===== src/rtl/grid_port_arbiter_pkg.sv =====
// Shared encodings for the grid RAM port arbiter.
package grid_port_arbiter_pkg;

    typedef enum logic [1:0] {
        OP_READ  = 2'b00,
        OP_WRITE = 2'b01,
        OP_CLAIM = 2'b10,
        OP_RSVD  = 2'b11
    } op_e;

    typedef enum logic [1:0] {
        ST_IDLE = 2'd0,
        ST_MEM  = 2'd1,
        ST_EVAL = 2'd2,
        ST_RESP = 2'd3
    } state_e;

    localparam logic [31:0] GRID_EMPTY = 32'hFFFF_FFFF;

endpackage


===== src/rtl/grid_port_arbiter_rr_pick.sv =====
// Round-robin priority picker: first set bit at or above ptr, with wrap.
module grid_port_arbiter_rr_pick #(
    parameter int N_REQ = 4,
    parameter int IDX_W = 2
) (
    input  logic [N_REQ-1:0] valid_i,
    input  logic [IDX_W-1:0] ptr_i,
    output logic [IDX_W-1:0] idx_o,
    output logic             found_o
);

    // Scan from the far end so the nearest candidate wins last.
    always_comb begin
        idx_o   = '0;
        found_o = 1'b0;
        for (int i = N_REQ - 1; i >= 0; i--) begin
            if (valid_i[(int'(ptr_i) + i) % N_REQ]) begin
                idx_o   = IDX_W'((int'(ptr_i) + i) % N_REQ);
                found_o = 1'b1;
            end
        end
    end

endmodule


===== src/rtl/grid_port_arbiter.sv =====
// Serialises read/write/claim requests from the placement engines
// onto the single-port grid RAM; one transaction in flight at a time.
module grid_port_arbiter
    import grid_port_arbiter_pkg::*;
#(
    parameter int                N_REQ  = 4,
    parameter int                ADDR_W = 7,
    parameter int                DATA_W = 32,
    parameter int                DEPTH  = 81,
    parameter logic [DATA_W-1:0] EMPTY  = DATA_W'(GRID_EMPTY)
) (
    input  logic                      clk,
    input  logic                      reset,
    input  logic [N_REQ-1:0]          req_valid,
    input  logic [2*N_REQ-1:0]        req_op,
    input  logic [N_REQ*ADDR_W-1:0]   req_addr,
    input  logic [N_REQ*DATA_W-1:0]   req_wdata,
    output logic [N_REQ-1:0]          rsp_valid,
    output logic [DATA_W-1:0]         rsp_data,
    output logic                      rsp_ok,
    output logic                      mem_re,
    output logic                      mem_we,
    output logic [ADDR_W-1:0]         mem_addr,
    output logic [DATA_W-1:0]         mem_wdata,
    input  logic [DATA_W-1:0]         mem_rdata,
    output logic [15:0]               claim_fail_cnt
);

    localparam int IDX_W = (N_REQ > 1) ? $clog2(N_REQ) : 1;
    localparam logic [ADDR_W:0] DEPTH_C = (ADDR_W + 1)'(DEPTH);

    state_e             state_q, state_d;
    op_e                op_q, op_d;
    logic [IDX_W-1:0]   rr_ptr_q, rr_ptr_d;
    logic [IDX_W-1:0]   gnt_q, gnt_d;
    logic               rej_q, rej_d;
    logic [N_REQ-1:0]   rsp_valid_q, rsp_valid_d;
    logic [DATA_W-1:0]  rsp_data_q, rsp_data_d;
    logic               rsp_ok_q, rsp_ok_d;
    logic               mem_re_q, mem_re_d;
    logic               mem_we_q, mem_we_d;
    logic [ADDR_W-1:0]  mem_addr_q, mem_addr_d;
    logic [DATA_W-1:0]  mem_wdata_q, mem_wdata_d;
    logic [15:0]        fail_cnt_q, fail_cnt_d;

    logic [IDX_W-1:0]   pick_idx;
    logic               pick_found;
    op_e                sel_op;
    logic [ADDR_W-1:0]  sel_addr;
    logic [DATA_W-1:0]  sel_wdata;
    logic               sel_rej;
    logic [N_REQ-1:0]   gnt_onehot;

    grid_port_arbiter_rr_pick #(
        .N_REQ (N_REQ),
        .IDX_W (IDX_W)
    ) u_pick (
        .valid_i (req_valid),
        .ptr_i   (rr_ptr_q),
        .idx_o   (pick_idx),
        .found_o (pick_found)
    );

    assign sel_op    = op_e'(req_op[pick_idx*2 +: 2]);
    assign sel_addr  = req_addr[pick_idx*ADDR_W +: ADDR_W];
    assign sel_wdata = req_wdata[pick_idx*DATA_W +: DATA_W];
    assign sel_rej   = ({1'b0, sel_addr} >= DEPTH_C) || (sel_op == OP_RSVD);

    always_comb begin
        gnt_onehot        = '0;
        gnt_onehot[gnt_q] = 1'b1;
    end

    always_comb begin
        state_d     = state_q;
        op_d        = op_q;
        rr_ptr_d    = rr_ptr_q;
        gnt_d       = gnt_q;
        rej_d       = rej_q;
        rsp_valid_d = rsp_valid_q;
        rsp_data_d  = rsp_data_q;
        rsp_ok_d    = rsp_ok_q;
        mem_re_d    = mem_re_q;
        mem_we_d    = mem_we_q;
        mem_addr_d  = mem_addr_q;
        mem_wdata_d = mem_wdata_q;
        fail_cnt_d  = fail_cnt_q;
        unique case (state_q)
            ST_IDLE: begin
                if (pick_found) begin
                    gnt_d       = pick_idx;
                    op_d        = sel_op;
                    rej_d       = sel_rej;
                    mem_addr_d  = sel_addr;
                    mem_wdata_d = sel_wdata;
                    mem_re_d    = !sel_rej && (sel_op != OP_WRITE);
                    mem_we_d    = !sel_rej && (sel_op == OP_WRITE);
                    state_d     = ST_MEM;
                end
            end
            ST_MEM: begin
                mem_re_d = 1'b0;
                mem_we_d = 1'b0;
                if (rej_q || op_q == OP_WRITE) begin
                    rsp_valid_d = gnt_onehot;
                    rsp_ok_d    = !rej_q;
                    state_d     = ST_RESP;
                end else begin
                    state_d = ST_EVAL;
                end
            end
            ST_EVAL: begin
                rsp_data_d  = mem_rdata;
                rsp_valid_d = gnt_onehot;
                rsp_ok_d    = 1'b1;
                // Claim write-back rides in the same transaction: atomic.
                if (op_q == OP_CLAIM) begin
                    if (mem_rdata == EMPTY) begin
                        mem_we_d = 1'b1;
                    end else begin
                        rsp_ok_d = 1'b0;
                        if (fail_cnt_q != 16'hFFFF) begin
                            fail_cnt_d = fail_cnt_q + 16'd1;
                        end
                    end
                end
                state_d = ST_RESP;
            end
            ST_RESP: begin
                rsp_valid_d = '0;
                mem_we_d    = 1'b0;
                rr_ptr_d    = (gnt_q == IDX_W'(N_REQ - 1)) ? '0 : gnt_q + 1'b1;
                state_d     = ST_IDLE;
            end
        endcase
    end

    always_ff @(posedge clk) begin
        if (reset) begin
            state_q     <= ST_IDLE;
            op_q        <= OP_READ;
            rr_ptr_q    <= '0;
            gnt_q       <= '0;
            rej_q       <= 1'b0;
            rsp_valid_q <= '0;
            rsp_data_q  <= '0;
            rsp_ok_q    <= 1'b0;
            mem_re_q    <= 1'b0;
            mem_we_q    <= 1'b0;
            mem_addr_q  <= '0;
            mem_wdata_q <= '0;
            fail_cnt_q  <= '0;
        end else begin
            state_q     <= state_d;
            op_q        <= op_d;
            rr_ptr_q    <= rr_ptr_d;
            gnt_q       <= gnt_d;
            rej_q       <= rej_d;
            rsp_valid_q <= rsp_valid_d;
            rsp_data_q  <= rsp_data_d;
            rsp_ok_q    <= rsp_ok_d;
            mem_re_q    <= mem_re_d;
            mem_we_q    <= mem_we_d;
            mem_addr_q  <= mem_addr_d;
            mem_wdata_q <= mem_wdata_d;
            fail_cnt_q  <= fail_cnt_d;
        end
    end

    assign rsp_valid      = rsp_valid_q;
    assign rsp_data       = rsp_data_q;
    assign rsp_ok         = rsp_ok_q;
    assign mem_re         = mem_re_q;
    assign mem_we         = mem_we_q;
    assign mem_addr       = mem_addr_q;
    assign mem_wdata      = mem_wdata_q;
    assign claim_fail_cnt = fail_cnt_q;

endmodule

===== config.mk =====
export PLATFORM = sky130hd
export DESIGN_NAME = grid_port_arbiter
export DESIGN_NICKNAME = d
export VERILOG_FILES = /design/src/rtl/grid_port_arbiter_pkg.sv /design/src/rtl/grid_port_arbiter_rr_pick.sv /design/src/rtl/grid_port_arbiter.sv
export SDC_FILE = /design/constraint.sdc
export NUM_CORES = 1
export LEC_CHECK = 0
export CAP_MARGIN = 20
export CORE_ASPECT_RATIO = 1.75
export CORE_UTILIZATION = 30
export DETAILED_ROUTE_END_ITERATION = 10
export PLACE_DENSITY = 0.76
export SLEW_MARGIN = 10
export SYNTH_ARGS = -nofsm -noshare
export SYNTH_HDL_FRONTEND = slang
export SYNTH_SLANG_ARGS = --single-unit

===== constraint.sdc =====
create_clock -name clk -period 2.8 [get_ports clk]
set_clock_uncertainty 0.05 [all_clocks]
set_input_delay 0.42 -clock clk [delete_from_list [all_inputs] [get_ports clk]]
set_output_delay 0.42 -clock clk [all_outputs]
set_load 0.005 [all_outputs]

==> results.md, run 1 <==
* DP HPWL at between 15 and 20 mm
* Post-Syn Instances at about 750
* Largest net degree at the start of global routing at 65
* Clock tree root driver cell: clkbuf_16
* WS Path Type: in -> reg
* Final hold viol count at 0
* CP Max Fanout at 6
* Initial DRC Count at 218
* Hold Crit Class: reg -> reg
* Die Width at between 100 and 150 um
* Largest family of logic cells by synthesized area: simple AND/OR/NAND/NOR gates
* Row cnt at 65
* Gpl congestion at ~0.83
* Routed Antenna Nets at 0
* Maximum vdd drop at roughly 290 uV
* Post-CTS setup buffers at 0
* Mapped Nets at roughly 960
* I/O pin cnt at between 200 and 300
* Crit path largest cell delay at around 540 ps
* Synth area leaders: dfxtp_1, nand2_1, nand3_1, mux2i_1, a21oi_1
* Routed met2 length at 10.45 mm
* Top_reg_cell synth: dfxtp_1
* Post-DP Area at roughly 9000 um2
* Yosys warns at 0
* Top layer in use: met4
* Lkg Pwr at roughly 3.4 nW
* Synth Area in Compound Gates at 0.1001
* Commonest cells after routing, fill and taps aside: clkdlybuf4s50_1, nand2_1, nand3_1
* Fmax at 411.6 MHz
* Total GRT Usage at 0.2059
* Initial Util at 0.3066
* Status: complete, no violations
* Worst relative slew slack at 0.5824
* Avg WL per Cell at between 15 and 20 um
* Share of post-route cells with drive strength above 1 at 0.06757
* Area grow syn2layout at 66.26%
* Routed vias at between 6,000 and 7,000
* First-pass GRT wire length at 30.68 mm
* Clock Pin Slew Worst Setup and Hold Paths at approximately 70 ps
* Clock buffer depth at 2
* Routed met1 length at around 7.0 mm
* Design Area, Final at 9161 um2
* Critical path endpoint category: flop
* Total core area at 17,970 um2
* Setup-failing EPs final at 0
* Area leader, netlist: dfxtp_1
* Final hold slack at roughly 400 ps
* Period utilization at 0.8676
* Share of the synthesized area in the top cell type at 0.3742
* Distinct cell type count of the synthesized netlist at between 50 and 60
* Skew-Pair Late Insertion Delay at 350 ps
* Total Routed Length at a little under 20 mm
* Critical-path cell list: clkdlybuf4s50_1 -> nand2_2 -> a221oi_2 -> buf_4 -> o21ai_0 -> and3_4 -> o22a_1 -> a31o_1 -> a41o_1
* Post-synthesis simple-gate area fraction at 0.3386
* Ys async rst share at 0
* DRT Pass-1 Iters at 4
* Synthesized area at between 5000 and 6000 um2
* # fillers at 1,754
* Final min period at 2429 ps
* # DRC at 0
* Critical path's slowest cell: clkdlybuf4s50_1
* Synth Area in Adders at 0.02271
* FF/Latch Area at approximately 2100 um2
* Flops & latches, synth at a little over 100
* Final nets at 1,243
* Num CTS Buffers at 9
* Die footprint at roughly 19,000 um2
* Via count of the first global-routing pass at just over 6,000
* Hold-fix buffer count after cts at 0
* Most common cell after layout, fill and taps aside: clkdlybuf4s50_1
* Post-synth EDFFs at 0
* Post-DR vias/cell at between 4 and 5
* Total of max-cap violations at 0
* Worst Path Arrival at 2630 ps
* Post-cts gate resize count at 0
* CP required at roughly 3000 ps
* Unrepaired setup endpoints after global routing: false
* Power per cell area at 669.8 nW/um2
* Mapped Avg Cell Area at approximately 7.4 um2
* Clock Sinks at ~100
* Total grt overflow at 0
* Post-synthesis sequential area ratio at 0.3742
* Met3 Routed Length at between 1 and 1.5 mm
* # H-tree levels at 3
* Initial antenna violation count at 0
* Buffers on Ports at roughly 300
* Height of the chip at approximately 180 um
* Multiplexer area fraction after synthesis at 0.09628
* CTS tree: done
* Worst-Margin Slew at 626.4 ps
* Post-Synth XOR/XNOR Area at 0.02225
* Area occupied by multi-input gates at between 3000 and 4000 um2
* Startpoint types: input port
* Max Slew Vio Count at 0
-- cell type report --
type                    count  share of cell area
clock inverters             5            0.008877
clock buffers              11             0.02650
inverters                  12            0.004917
well taps                 234             0.03196
multi-input cells         581              0.3511
diodes                      1           0.0002731
repair buffers            324              0.3513
flip-flops and latches    103              0.2251
-- flip-flops by register name, summed over array words and instances, names as in the netlist --
| name | cells |
|---|---|
| claim_fail_cnt | 16 |
| gnt_q | 2 |
| mem_addr | 7 |
| mem_re | 1 |
| mem_wdata | 32 |
| mem_we | 1 |
| op_q | 2 |
| rej_q | 1 |
| rr_ptr_q | 2 |
| rsp_data | 32 |
| rsp_ok | 1 |
| rsp_valid | 4 |
| state_q | 2 |
-- layer usage --
metal	vias to the layer above	GRT usage
met3	43	0.04726
li1	3107	-
met4	0	0.1069
met5	-	0
met1	2782	0.2083
met2	223	0.3862
-- stage by stage --
step	power (mW)	TNS (ps)	utilization	std cells	setup slack [ps]
floorplan	3.436	0	-	745	598.6
global placement	4.792	0	0.4915	1254	91.07
detailed placement	4.837	-3.013	0.4915	1254	-3.013
CTS	6.239	0	0.5096	1270	361.4
finish	6.136	0	0.5097	1271	370.7
global route	6.562	0	0.5096	1270	210.0
-- cells in the mapped netlist, drive strengths merged, types with 2 or more instances --
cell type	instances
nor2b	3
ha	10
nand3b	4
nor2	63
o2111ai	2
nand2b	8
nor3	10
clkbuf	26
and3	3
o21ai	13
a211oi	2
nand4	11
o21a	5
a21boi	4
nor4	6
a21oi	49
nand2	186
mux2	8
a311oi	2
nand3	113
dfxtp	103
inv	12
xnor2	13
mux2i	44
or3	6
buf	23
o211ai	2
-- where the power goes --
group          total, mW  internal (mW)  switching, mW
logic               2.79           1.45           1.34
registers           1.98           1.79          0.182
clock network       1.37          0.808          0.566
total               6.14           4.05           2.09
-- worst max-delay path: cells and delay by family --
kind | cells | cell delay (ps)
AOI/OAI and AO/OA | 5 | 1180
buffers and inverters | 2 | 750
and+or+nand+nor | 2 | 280
-- path summary, 6_finish.rpt --
path / cells after the start / startpoint / slack (ps) / endpoint
worst min-delay path: 2 / mem_addr[4]$_SDFFE_PP0P_ / 400 / mem_addr[4]$_SDFFE_PP0P_
worst min register to register: 2 / mem_addr[4]$_SDFFE_PP0P_ / 400 / mem_addr[4]$_SDFFE_PP0P_
worst max-delay path: 9 / req_valid[0] / 370 / mem_we$_SDFFE_PP0P_
worst max register to register: 8 / rr_ptr_q[1]$_SDFFE_PP0N_ / 530 / mem_we$_SDFFE_PP0P_
-- kinds of logic (layout without fill, tap and decap cells) --
kind of cell             Yosys count  in the layout
XOR/XNOR                          14             14
multiplexers                      52             52
buffers and inverters             61            352
AND/OR/NAND/NOR                  417            417
AO/OA/AOI/OAI                     88             88
other                              0              1
adder cells (fa/ha/maj)           10             10
flip-flops                       103            103
No activity file was read; power rests on OpenSTA's default activity.
==> run 2, diff against run 1 <==
- ABC_AREA: default -> 1
- CTS_CLUSTER_SIZE: default -> 24
==> run 2 against run 1 <==
Synthesized area grew 1.5%. Fmax is 4.8% lower. Combinational power is 56% higher. Count of clock-buffer cells in the layout increased by 1. Register-to-register slack worse by 180 ps. Global-route usage is 0.42 points lower. Utilization fell by 0.54 points. Non-clock buffer count fell by 2. Die area up 1.5%. Flip-flop and latch count did not move. Final cell count increased by 9.7%. Sequential power is 9.6% higher. Highest routed layer unchanged.
==> results.md, run 2 <==
* Skew-Pair Late Insertion Delay at between 300 and 400 ps
* ANT cells at 0
* CP Max Fanout at 5
* Ys async rst share at 0
* Gpl congestion at around 0.86
* Clock Pin Slew Worst Setup and Hold Paths at about 70 ps
* Most common cell after layout, fill and taps aside: clkdlybuf4s50_1
* # fillers at ~1,800
* Share of post-route cells with drive strength above 1 at 0.05172
* Share of the synthesized area in the top cell type at 0.3686
* Clock tree root driver cell: clkbuf_16
* FF/Latch Area at a little over 2000 um2
* Period utilization at 0.9116
* Largest net degree at the start of global routing at 88
* Distinct cell type count of the synthesized netlist at 33
* Avg WL per Cell at approximately 14 um
* Area leader, netlist: dfxtp_1
* Num CTS Buffers at 9
* Top_reg_cell synth: dfxtp_1
* Height of the chip at roughly 180 um
* Status: complete, no violations
* Fin cells at between 1,000 and 1,500
* Power Total at around 7.8 mW
* Final min period at about 2600 ps
* Area occupied by multi-input gates at about 3100 um2
* Commonest cells after routing, fill and taps aside: clkdlybuf4s50_1, nand2_1, dfxtp_1
* DRT Pass-1 Iters at 4
* Post-synthesis sequential area ratio at 0.3686
* Setup-failing EPs final at 0
* Buffers on Ports at roughly 300
* Routed vias at about 6,700
* Maximum vdd drop at about 430 uV
* CTS tree: done
* Clock buffer depth at 2
* Via count of the first global-routing pass at between 6,000 and 7,000
* Mapped Avg Cell Area at 6.393 um2
* Total of max-cap violations at 0
* Final Util at 0.5043
* Critical path endpoint category: flop
* Synth top cells by count: nand2_1, dfxtp_1, nand3_1, o21ai_0, nor2_1
* Initial Util at 0.3085
* CP required at roughly 3000 ps
* Total core area at 18,140 um2
* # DRC at 0
* Worst relative slew slack at 0.6201
* Mapped Nets at 1,087
* Total Routed Length at just under 20 mm
* Die Width at 105.2 um
* Initial DRC Count at 240
* Area grow syn2layout at 63.50%
* Row cnt at between 60 and 70
* Post-Syn Instances at around 900
* Fmax at ~390 MHz
* Post-DR vias/cell at a little under 5
* Post-placement cell count at between 1,000 and 1,500
* # H-tree levels at 3
* Total grt overflow at 0
* Hold Crit Class: reg -> reg
* I/O pin cnt at around 300
* Yosys warns at 0
* Die footprint at 19,220 um2
* DP HPWL at 15.34 mm
* Total GRT Usage at 0.2018
* Final nets at between 1,000 and 1,500
* Final hold viol count at 0
* Power per cell area at 848.7 nW/um2
* Lkg Pwr at 3.779 nW
* Worst-Margin Slew at 565.5 ps
* Clock Sinks at 103
* Routed Antenna Nets at 0
* Worst Path Arrival at between 2000 and 3000 ps
* Flops & latches, synth at around 100
* Max Slew Vio Count at 0
* First-pass GRT wire length at a little over 30 mm
* Top-count cell post-synth: nand2_1
* Post-synth EDFFs at 0
* Unrepaired setup endpoints after global routing: false
* Synth area leaders: dfxtp_1, nand2_1, nand3_1, o21ai_0, a21oi_1
* Startpoint types: input port
* Hold-fix buffer count after cts at 0
* Initial antenna violation count at 0
* Synthesized area at roughly 5600 um2
* WS Path Type: in -> reg
==> run 2: cell types whose count changed after synthesis, moves of 6 or more <==
cell	previous run	this run
inv_1	12	46
mux2_2	8	0
nand2_1	185	269
nor2_1	62	81
inv_2	0	7
xnor2_1	13	2
or3_1	6	0
nand3_1	113	98
a21oi_1	49	63
o21ai_0	13	82
mux2i_1	44	0
nand2b_1	8	0
==> run 2: what timing repair did <==
item | CTS | global route
endpoints found under the setup margin | 0 | 4
gates resized for setup | 0 | 2
buffers inserted | 0 | 0
==> run 2: layout make-up <==
| cell class | instances | share of cell area |
|---|---|---|
| Clock inverter | 4 | 0.003967 |
| Multi-Input combinational cell | 666 | 0.3379 |
| Sequential cell | 103 | 0.2256 |
| Inverter | 53 | 0.02175 |
| Clock buffer | 12 | 0.02695 |
| Tap cell | 234 | 0.03201 |
| Timing Repair Buffer | 322 | 0.3518 |
==> run 2: metal layers <==
| metal | wire (um) | global-route usage | vias up |
|---|---|---|---|
| li1 | - | - | 3433 |
| met1 | 6932 | 0.1956 | 2991 |
| met2 | 10480 | 0.3842 | 265 |
| met3 | 1310 | 0.04750 | 46 |
| met4 | 892 | 0.1132 | 0 |
| met5 | 0 | 0 | - |
==> run 2: path summary, 6_finish.rpt <==
| check | slack [ps] | from | to | depth (start not counted) |
|---|---|---|---|---|
| min reg2reg | 410 | rsp_ok$_SDFFE_PP0P_ | rsp_ok$_SDFFE_PP0P_ | 2 |
| max reg2reg | 350 | rr_ptr_q[0]$_SDFFE_PP0N_ | mem_re$_SDFFE_PP0P_ | 17 |
| max | 250 | mem_rdata[23] | claim_fail_cnt[11]$_SDFFE_PP0P_ | 12 |
| min | 410 | rsp_ok$_SDFFE_PP0P_ | rsp_ok$_SDFFE_PP0P_ | 2 |
==> run 2: per-stage QoR <==
stage / setup slack, ps / hold WS [ps] / instance area, um2 / setup TNS [ps]
3_5_place_dp: -183.4 / 402.4 / 8859 / -670.1
3_3_place_gp: -139.7 / 401.5 / 8859 / -454.4
6_report: 247.4 / 413.7 / 9146 / 0
2_1_floorplan: 688.3 / 395.3 / 5594 / 0
4_1_cts: 99.78 / 414.3 / 9141 / 0
5_1_grt: 18.69 / 434.8 / 9146 / 0
==> run 2: critical path, cell delays in order <==
cell	delay, ps
clkdlybuf4s50_1	430
nand4_1	110
nor4_1	70
buf_4	130
a21boi_0	330
nand2_1	160
nor2_1	160
inv_1	70
nor3_1	440
nand3_1	160
o21ai_0	190
a21oi_1	50
==> run 2: cells by family (layout without fill, tap and decap cells) <==
family                   after synthesis  after routing  synth area share
AND/OR/NAND/NOR                      486            486            0.3650
buffers and inverters                106            391           0.07962
adder cells (fa/ha/maj)               10             10           0.02237
XOR/XNOR                               3              3          0.004698
flip-flops                           103            103            0.3686
AO/OA/AOI/OAI                        167            167            0.1597
==> run 2: power breakdown <==
part / switching, mW / internal [mW]
registers: 0.244 / 1.93
clock network: 0.584 / 0.642
logic: 2.38 / 1.99
total: 3.20 / 4.56
